**config.mk**
```make
export PLATFORM = sky130hd
export DESIGN_NAME = inst_decode_stage
export DESIGN_NICKNAME = d
export VERILOG_FILES = /design/src/rtl/inst_decode_stage.sv
export SDC_FILE = /design/constraint.sdc
export NUM_CORES = 1
export LEC_CHECK = 0
export BUFFER_PORTS_ARGS = -buffer_cell sky130_fd_sc_hd__clkbuf_2
export CORE_MARGIN = 5
export CORE_UTILIZATION = 55
export DETAILED_ROUTE_END_ITERATION = 6
export GPL_TIMING_DRIVEN = 1
export PLACE_DENSITY = 0.79
export SYNTH_ARGS = -nofsm -noshare
export SYNTH_HDL_FRONTEND = slang
export SYNTH_SLANG_ARGS = --single-unit
export TNS_END_PERCENT = 1
```
**constraint.sdc**
```tcl
create_clock -name clk_i -period 10.6 [get_ports clk_i]
set_input_delay 0.53 -clock clk_i [delete_from_list [all_inputs] [get_ports clk_i]]
set_output_delay 0.53 -clock clk_i [all_outputs]
set_load 0.005 [all_outputs]
```
**src/rtl/inst_decode_stage.sv**
```systemverilog
// RV32I/RV64I decode stage: decodes {pc, ir} into fields, immediate and control flags,
// and buffers results in an in-order DEPTH-entry queue with valid/ready on both sides.
module inst_decode_stage #(
   parameter int XLEN  = 32,
   parameter int DEPTH = 2
) (
   input  logic                       clk_i,
   input  logic                       reset_i,
   input  logic                       flush_i,
   input  logic                       v_i,
   output logic                       ready_o,
   input  logic [XLEN-1:0]            pc_i,
   input  logic [31:0]                ir_i,
   output logic                       v_o,
   input  logic                       ready_i,
   output logic [XLEN-1:0]            pc_o,
   output logic [6:0]                 opcode_o,
   output logic [4:0]                 rd_o,
   output logic [4:0]                 rs1_o,
   output logic [4:0]                 rs2_o,
   output logic [2:0]                 funct3_o,
   output logic [6:0]                 funct7_o,
   output logic [XLEN-1:0]            imm_o,
   output logic [7:0]                 ctrl_o,
   output logic [$clog2(DEPTH):0]     count_o
);

   localparam int AW = $clog2(DEPTH);
   localparam int CW = AW + 1;

   localparam logic [6:0] OPC_LUI    = 7'b0110111;
   localparam logic [6:0] OPC_AUIPC  = 7'b0010111;
   localparam logic [6:0] OPC_JAL    = 7'b1101111;
   localparam logic [6:0] OPC_JALR   = 7'b1100111;
   localparam logic [6:0] OPC_BRANCH = 7'b1100011;
   localparam logic [6:0] OPC_LOAD   = 7'b0000011;
   localparam logic [6:0] OPC_STORE  = 7'b0100011;
   localparam logic [6:0] OPC_OPIMM  = 7'b0010011;
   localparam logic [6:0] OPC_OP     = 7'b0110011;

   localparam int C_IMM     = 0;
   localparam int C_BR      = 1;
   localparam int C_JMP     = 2;
   localparam int C_RDW     = 3;
   localparam int C_DMEM_R  = 4;
   localparam int C_DMEM_W  = 5;
   localparam int C_ADDPC   = 6;
   localparam int C_ILLEGAL = 7;

   // Sign-extend a 32-bit immediate to the datapath width.
   function automatic logic [XLEN-1:0] sext32(input logic [31:0] v);
      logic [XLEN-1:0] r;
      r       = {XLEN{v[31]}};
      r[31:0] = v;
      return r;
   endfunction

   logic [6:0]      dec_opcode_s;
   logic [4:0]      dec_rd_s;
   logic [4:0]      dec_rs1_s;
   logic [4:0]      dec_rs2_s;
   logic [2:0]      dec_funct3_s;
   logic [6:0]      dec_funct7_s;
   logic [XLEN-1:0] dec_imm_s;
   logic [7:0]      dec_ctrl_s;
   logic [31:0]     imm_i_s;
   logic [31:0]     imm_s_s;
   logic [31:0]     imm_b_s;
   logic [31:0]     imm_u_s;
   logic [31:0]     imm_j_s;
   logic [XLEN-1:0] shamt_s;

   // Raw immediate formats, all sign-extended from ir[31] within 32 bits.
   always_comb begin
      imm_i_s = {{20{ir_i[31]}}, ir_i[31:20]};
      imm_s_s = {{20{ir_i[31]}}, ir_i[31:25], ir_i[11:7]};
      imm_b_s = {{19{ir_i[31]}}, ir_i[31], ir_i[7], ir_i[30:25], ir_i[11:8], 1'b0};
      imm_u_s = {ir_i[31:12], 12'h000};
      imm_j_s = {{11{ir_i[31]}}, ir_i[31], ir_i[19:12], ir_i[20], ir_i[30:21], 1'b0};
      shamt_s = '0;
      if (XLEN == 64) begin
         shamt_s[5:0] = ir_i[25:20];
      end else begin
         shamt_s[4:0] = ir_i[24:20];
      end
   end

   // Per-opcode field shaping, immediate select and control flags.
   always_comb begin
      dec_opcode_s = ir_i[6:0];
      dec_rd_s     = ir_i[11:7];
      dec_rs1_s    = ir_i[19:15];
      dec_rs2_s    = ir_i[24:20];
      dec_funct3_s = ir_i[14:12];
      dec_funct7_s = ir_i[31:25];
      dec_imm_s    = '0;
      dec_ctrl_s   = 8'h00;
      case (ir_i[6:0])
         OPC_LUI: begin
            dec_imm_s          = sext32(imm_u_s);
            dec_rs1_s          = 5'd0;
            dec_funct3_s       = 3'b000;
            dec_funct7_s       = 7'd0;
            dec_ctrl_s[C_IMM]  = 1'b1;
            dec_ctrl_s[C_RDW]  = 1'b1;
         end
         OPC_AUIPC: begin
            dec_imm_s           = sext32(imm_u_s);
            dec_ctrl_s[C_IMM]   = 1'b1;
            dec_ctrl_s[C_ADDPC] = 1'b1;
            dec_ctrl_s[C_RDW]   = 1'b1;
         end
         OPC_JAL: begin
            dec_imm_s           = sext32(imm_j_s);
            dec_ctrl_s[C_IMM]   = 1'b1;
            dec_ctrl_s[C_ADDPC] = 1'b1;
            dec_ctrl_s[C_JMP]   = 1'b1;
            dec_ctrl_s[C_RDW]   = 1'b1;
         end
         OPC_JALR: begin
            dec_imm_s         = sext32(imm_i_s);
            dec_funct3_s      = 3'b000;
            dec_funct7_s      = 7'd0;
            dec_ctrl_s[C_IMM] = 1'b1;
            dec_ctrl_s[C_JMP] = 1'b1;
            dec_ctrl_s[C_RDW] = 1'b1;
         end
         OPC_BRANCH: begin
            dec_imm_s         = sext32(imm_b_s);
            dec_ctrl_s[C_IMM] = 1'b1;
            dec_ctrl_s[C_BR]  = 1'b1;
         end
         OPC_LOAD: begin
            dec_imm_s            = sext32(imm_i_s);
            dec_ctrl_s[C_IMM]    = 1'b1;
            dec_ctrl_s[C_DMEM_R] = 1'b1;
            dec_ctrl_s[C_RDW]    = 1'b1;
         end
         OPC_STORE: begin
            dec_imm_s            = sext32(imm_s_s);
            dec_ctrl_s[C_IMM]    = 1'b1;
            dec_ctrl_s[C_DMEM_W] = 1'b1;
         end
         OPC_OPIMM: begin
            // Shifts carry shamt as the immediate; funct7 keeps bit 5 so SRAI stays distinct.
            if ((ir_i[14:12] == 3'b001) || (ir_i[14:12] == 3'b101)) begin
               dec_imm_s    = shamt_s;
               dec_funct7_s = {ir_i[31:26], 1'b0};
            end else begin
               dec_imm_s    = sext32(imm_i_s);
               dec_funct7_s = 7'd0;
            end
            dec_ctrl_s[C_IMM] = 1'b1;
            dec_ctrl_s[C_RDW] = 1'b1;
         end
         OPC_OP: begin
            dec_ctrl_s[C_RDW] = 1'b1;
         end
         default: begin
            dec_imm_s              = '0;
            dec_ctrl_s             = 8'h00;
            dec_ctrl_s[C_ILLEGAL]  = 1'b1;
         end
      endcase
      if (ir_i[11:7] == 5'd0) begin
         dec_ctrl_s[C_RDW] = 1'b0;
      end else begin
         dec_ctrl_s[C_RDW] = dec_ctrl_s[C_RDW];
      end
   end

   logic [XLEN-1:0] pc_mem_r     [DEPTH];
   logic [6:0]      opcode_mem_r [DEPTH];
   logic [4:0]      rd_mem_r     [DEPTH];
   logic [4:0]      rs1_mem_r    [DEPTH];
   logic [4:0]      rs2_mem_r    [DEPTH];
   logic [2:0]      funct3_mem_r [DEPTH];
   logic [6:0]      funct7_mem_r [DEPTH];
   logic [XLEN-1:0] imm_mem_r    [DEPTH];
   logic [7:0]      ctrl_mem_r   [DEPTH];

   logic [AW-1:0] wr_ptr_r;
   logic [AW-1:0] rd_ptr_r;
   logic [CW-1:0] count_r;
   logic          enq_s;
   logic          deq_s;
   logic          head_v_s;

   assign head_v_s = (count_r != '0);
   assign ready_o  = ~reset_i & (count_r != CW'(DEPTH));
   assign enq_s    = v_i & ready_o & ~flush_i;
   assign deq_s    = head_v_s & ready_i & ~flush_i;

   // Queue pointers and occupancy; flush empties the queue and drops the same-cycle input.
   always_ff @(posedge clk_i or posedge reset_i) begin
      if (reset_i) begin
         wr_ptr_r <= '0;
         rd_ptr_r <= '0;
         count_r  <= '0;
      end else if (flush_i) begin
         wr_ptr_r <= '0;
         rd_ptr_r <= '0;
         count_r  <= '0;
      end else begin
         if (enq_s) begin
            wr_ptr_r <= wr_ptr_r + AW'(1);
         end
         if (deq_s) begin
            rd_ptr_r <= rd_ptr_r + AW'(1);
         end
         case ({enq_s, deq_s})
            2'b10:   count_r <= count_r + CW'(1);
            2'b01:   count_r <= count_r - CW'(1);
            default: count_r <= count_r;
         endcase
      end
   end

   // Entry storage; contents are only observed while counted as occupied.
   always_ff @(posedge clk_i) begin
      if (enq_s) begin
         pc_mem_r[wr_ptr_r]     <= pc_i;
         opcode_mem_r[wr_ptr_r] <= dec_opcode_s;
         rd_mem_r[wr_ptr_r]     <= dec_rd_s;
         rs1_mem_r[wr_ptr_r]    <= dec_rs1_s;
         rs2_mem_r[wr_ptr_r]    <= dec_rs2_s;
         funct3_mem_r[wr_ptr_r] <= dec_funct3_s;
         funct7_mem_r[wr_ptr_r] <= dec_funct7_s;
         imm_mem_r[wr_ptr_r]    <= dec_imm_s;
         ctrl_mem_r[wr_ptr_r]   <= dec_ctrl_s;
      end
   end

   // Head presentation; empty queue (including during reset) drives zeros.
   always_comb begin
      v_o      = head_v_s;
      count_o  = count_r;
      pc_o     = '0;
      opcode_o = 7'd0;
      rd_o     = 5'd0;
      rs1_o    = 5'd0;
      rs2_o    = 5'd0;
      funct3_o = 3'd0;
      funct7_o = 7'd0;
      imm_o    = '0;
      ctrl_o   = 8'h00;
      if (head_v_s) begin
         pc_o     = pc_mem_r[rd_ptr_r];
         opcode_o = opcode_mem_r[rd_ptr_r];
         rd_o     = rd_mem_r[rd_ptr_r];
         rs1_o    = rs1_mem_r[rd_ptr_r];
         rs2_o    = rs2_mem_r[rd_ptr_r];
         funct3_o = funct3_mem_r[rd_ptr_r];
         funct7_o = funct7_mem_r[rd_ptr_r];
         imm_o    = imm_mem_r[rd_ptr_r];
         ctrl_o   = ctrl_mem_r[rd_ptr_r];
      end else begin
         pc_o = '0;
      end
   end

endmodule
```
* After elaboration in Yosys (flattened, before gate mapping) *
Memories as Yosys holds them, arrays and structs flattened.
Cells that the tools add are included.

storage, ports and cells
  flip-flop bits (word level) = 4
  RAM bits = 208
  input port bits = 69
  logic and storage cells = 83
  memories = 9

memory list
  memory        depth  width  rd ports  clocked after Yosys merged registers in  write ports  RTL line  text
  imm_mem_r     2      32     1         0                                        1            179       logic [XLEN-1:0] imm_mem_r [DEPTH];
  pc_mem_r      2      32     1         0                                        1            172       logic [XLEN-1:0] pc_mem_r [DEPTH];
  ctrl_mem_r    2      8      1         0                                        1            180       logic [7:0] ctrl_mem_r [DEPTH];
  funct7_mem_r  2      7      1         0                                        1            178       logic [6:0] funct7_mem_r [DEPTH];
  opcode_mem_r  2      7      1         0                                        1            173       logic [6:0] opcode_mem_r [DEPTH];
  rd_mem_r      2      5      1         0                                        1            174       logic [4:0] rd_mem_r [DEPTH];
  +3 memories   n/a    n/a    n/a       n/a                                      n/a          n/a

operators by class
  $add $sub $neg = 4
  equal/unequal tests = 14
  muxes and demuxes = 32
  bitwise logic cells = 7
  reduce and logical (&&, ||, !) cells = 14

operators by type and width
  cell                   number
  $pmux W32 S6           1
  $mux W32               3
  $eq A7 B6 Y1 const B   3
  $eq A7 B7 Y1 const B   3
  $mux W7                3
  $mux W5                4
  $mux W1                15
  $eq A7 B5 Y1 const B   2
  $pmux W7 S2            1
  $reduce_or A2 Y1       5
  $reduce_or A9 Y1       1
  $mux W8                1
  $reduce_or A8 Y1       1
  $eq A7 B2 Y1 const B   1
  $reduce_or A7 Y1       1
  $mux W3                2
  $reduce_bool A2 Y1     3
  $and A1 B1 Y1          5
  $logic_not A5 Y1       1
  $pmux W2 S2            1
  $eq A3 B1 Y1 const B   1
  $eq A3 B3 Y1 const B   1
  $reduce_bool A3 Y1     1
  $add A1 B1 Y1 const B  2
  other kinds (8)        9

* Logic depth before layout (Yosys ltp) *
  word-level depth = 7
  gate-level depth with buffers = 6

* Worst setup path before layout *
OpenSTA, ideal clock, no wires.

  kind = input-to-reg
  start point = input port v_i
  end point = memory ctrl_mem_r[1][0] (enable)
  arrival time = 8.393 ns
  path slack = 1.489 ns
  stages on the path = 3
  path buffers = 0
  path through = nor2b_1 > nand2b_1 > nor3b_1

between the ends
  cells in the longest elaborated chain, start to end = 4

ends and longest elaborated chain
  item                           RTL line  text
  start, declared                10        input logic v_i,
  $and A1 B1 Y1 (2 in series)    191       assign enq_s = v_i & ready_o & ~flush_i;
  $mux W1                        221       if (enq_s) begin
  $mux W1 (implied by the code)  230       ctrl_mem_r[wr_ptr_r] <= dec_ctrl_s;
  end, declared                  180

No other way between the ends.

* Worst setup path in the final report *
  start point = register rd_ptr_r
  end point = output port funct3_o[2]

between the ends
  cells in the longest elaborated chain, start to end = 2

ends and longest elaborated chain
  item                    RTL line  text
  start, declared         183       logic [AW-1:0] rd_ptr_r;
  start signal, assigned  209       rd_ptr_r <= rd_ptr_r + AW'(1);
  $mem_v2 Z2 W3           n/a
  $mux W3                 247       if (head_v_s) begin
  end, declared           21        output logic [2:0] funct3_o,

No other way between the ends.

==> flow_metrics.py <==
metrics = {
    "setup_path": {
        "cp.required_ns": 10.07,
        "crit_slowest_cell": "dfrtp_4",
        "endpoint_kind": "output port",
        "crit_family": "buffers and inverters",
        "criticalPathCategory": "flop to output port",
        "cp_cell_sequence": "buf_4, mux2i_1, nor2_1, clkbuf_2",
        "worst-path-buf-inv": 2,
        "worstSetupStartpointType": "flop",
        "worstPathArrival_ns": 3.02,
        "crit_fanout": 59,
        "cpPeakStageDelay_ns": 0.96,
    },
    "placed_design": {
        "dp_hpwl_mm": 12.3,
        "placed_area_mm2": 0.00987,
        "finalWeightedCongestion": 0.836,
        "numPortBuffers": 176,
        "dp.cells": 952,
    },
    "floorplan": {
        "die_h_um": 137,
        "io_pins": 177,
        "die_area_mm2": 0.0187,
        "die_x_um": 137,
        "fp-row-count": 46,
        "initial_core_util_pct": 55.7,
        "fp.coreArea_mm2": 0.0158,
    },
    "synth": {
        "synth-seq-cells": 212,
        "synthArstFlopShare_pct": 1.89,
        "yosysTopAreaCell": "edfxtp_1",
        "synth.most_common_cell": "edfxtp_1",
        "syn_avg_cell_area_um2": 15.1,
        "synthFlopType": "edfxtp_1",
        "synth_warnings": 0,
        "synth_area_mm2": 0.00881,
        "synth.area.top_cells": "edfxtp_1 71%, mux2i_1 12%, nor2_1 4.9%",
        "yosysSeqAreaShare_pct": 72.0,
        "synth_cell_types": 46,
        "synth_common_cells": "208 x edfxtp_1, 116 x nor2_1, 104 x mux2i_1, 21 x a21o_1",
        "syn_nets": 654,
        "synth_top_area_share_pct": 70.9,
        "synth_edf_count": 208,
        "postSynthCellCount": 585,
    },
    "route": {
        "vias_per_cell": 5.42,
        "dr.pass1.iters": 4,
        "drt.antenna.violating_nets": 0,
        "drc": 0,
        "wl_per_cell_um": 18.8,
        "drt-initial-drc-count": 318,
        "routed_wl_mm": 18.6,
        "via_count": 5358,
    },
    "timing": {
        "setup_violations": 0,
        "relSlewSlack_pct": 28.6,
        "setup-tns-final_ns": 0,
        "finalCritPeriodShare_pct": 33.5,
        "fmax_ghz": 0.282,
        "rsz0062_at_grt": "no",
        "fin_crit_ns": 3.55,
        "finalHoldViolCount": 0,
        "tightest_slew_ns": 1.07,
        "finalMaxSlewViolations": 0,
        "fin_skew_ns": 0.00978,
        "whs_ns": 0.222,
    },
    "cts": {
        "clk_latency_ns": 0.49,
        "cts_root_buffer": "clkbuf_16",
        "clk_pin_slew_ns": 0.06,
        "cts_tree": "done",
        "cts.sinks": 212,
        "h-tree-depth": 1,
        "cts-resized-gates": 0,
        "numCtsBuffers": 21,
        "clockBufferDepth": 3,
    },
    "pwr": {
        "finalPower_mw": 1.74,
        "powerDensity_mw_per_mm2": 166,
        "ir_worst_vdd_uv": 139,
        "leakage_nw": 3.90,
    },
    "hold_path": {
        "min_path_type": "primary input to flop",
    },
    "layout": {
        "fillerInstances": 1145,
        "diodes": 0,
        "fin_nets": 829,
        "synthToLayoutAreaGrowth_pct": 18.7,
        "drive_gt1_share_pct": 28.2,
        "instances_no_fill": 989,
        "fin_area_mm2": 0.0105,
    },
    "global_routing": {
        "grt_start_max_net_pins": 81,
        "grt_pass1_wl_mm": 28.8,
        "grt.total_usage_pct": 19.8,
        "gr-total-overflow": 0,
        "antenna_found_initial": 0,
        "grt_pass1_vias": 5433,
    },
    "status": {
        "status": "complete, no violations",
    },
    "job": {
        "drv_cap": 0,
    },
}
[report_power, final]
group / internal, mW / total (mW) / switching (mW)
Sequential: 0.941 / 0.952 / 0.0115
Clock: 0.364 / 0.646 / 0.283
Combinational: 0.0578 / 0.139 / 0.0816
[area by class of cell]
| type | instances | area [µm²] | area share, % |
|---|---|---|---|
| Sequential cell | 212 | 6350 | 60.7 |
| Multi-Input combinational cell | 335 | 2290 | 21.9 |
| Timing Repair Buffer | 183 | 936 | 8.94 |
| Clock buffer | 28 | 552 | 5.27 |
| Tap cell | 216 | 270 | 2.58 |
| Clock inverter | 8 | 36.3 | 0.347 |
| Inverter | 7 | 26.3 | 0.251 |
[timing repair]
item                                   in CTS  in global routing
hold buffers                                1                  0
endpoints found under the hold margin       4                  0
setup buffers                               0                  0
[stage by stage]
step           util [%]  setup slack (ns)
6_report           66.1              7.05
5_1_grt            66.1              6.88
4_1_cts            66.1              6.99
3_5_place_dp       62.3              7.52
3_3_place_gp       62.3              7.59
2_1_floorplan         -              1.49
[state kept, by name, indices dropped and copies added (netlist names)]
signal	flops
imm_mem_r	64
pc_mem_r	64
ctrl_mem_r	16
funct7_mem_r	14
opcode_mem_r	14
rd_mem_r	10
rs1_mem_r	10
rs2_mem_r	10
funct3_mem_r	6
count_o	2
rd_ptr_r	1
wr_ptr_r	1
[worst paths after layout]
kind / slack [ns] / endpoint / start / cells past startpoint
max reg2reg: 8.21 / rd_ptr_r / count_o[0] / 6
max in group asynchronous: 9.91 / rd_ptr_r / reset_i / 3
min: 0.22 / pc_mem_r[1][2] / pc_i[2] / 1
min in group asynchronous: 0.52 / rd_ptr_r / reset_i / 3
min reg2reg: 0.60 / wr_ptr_r / wr_ptr_r / 2
max: 7.05 / funct3_o[2] / rd_ptr_r / 4
[placed cells by master, fill, tap and decap left out, types with 3 or more instances in the layout]
cell type,n
o21a_1,3
nand3_1,4
mux2i_1,104
nand2_1,8
and2_1,8
a22o_1,4
a21oi_1,9
clkinv_1,6
a21o_1,21
nor3b_1,8
clkbuf_1,7
edfxtp_1,208
buf_4,6
clkbuf_16,21
nor2_1,115
clkbuf_2,176
nor2b_1,12
or2_2,3
inv_1,7
xor2_1,3
dfrtp_1,3
[routing by layer]
layer	vias to the layer above	track usage, %	share of wire [%]
li1	2519	-	-
met1	2620	27.3	42
met2	202	32.9	49
met5	-	0	0
met3	17	4.49	7.8
met4	0	3.64	1.5
[kinds of logic after synthesis]
logic type / count (synthesis) / share of synthesized area [%]
xor+xnor: 3 / 0.298
compound gates: 51 / 4.30
flops: 212 / 72.0
buf+inv: 38 / 2.17
mux: 104 / 11.8
simple gates: 177 / 9.41
(Power assumes the default switching activity.)
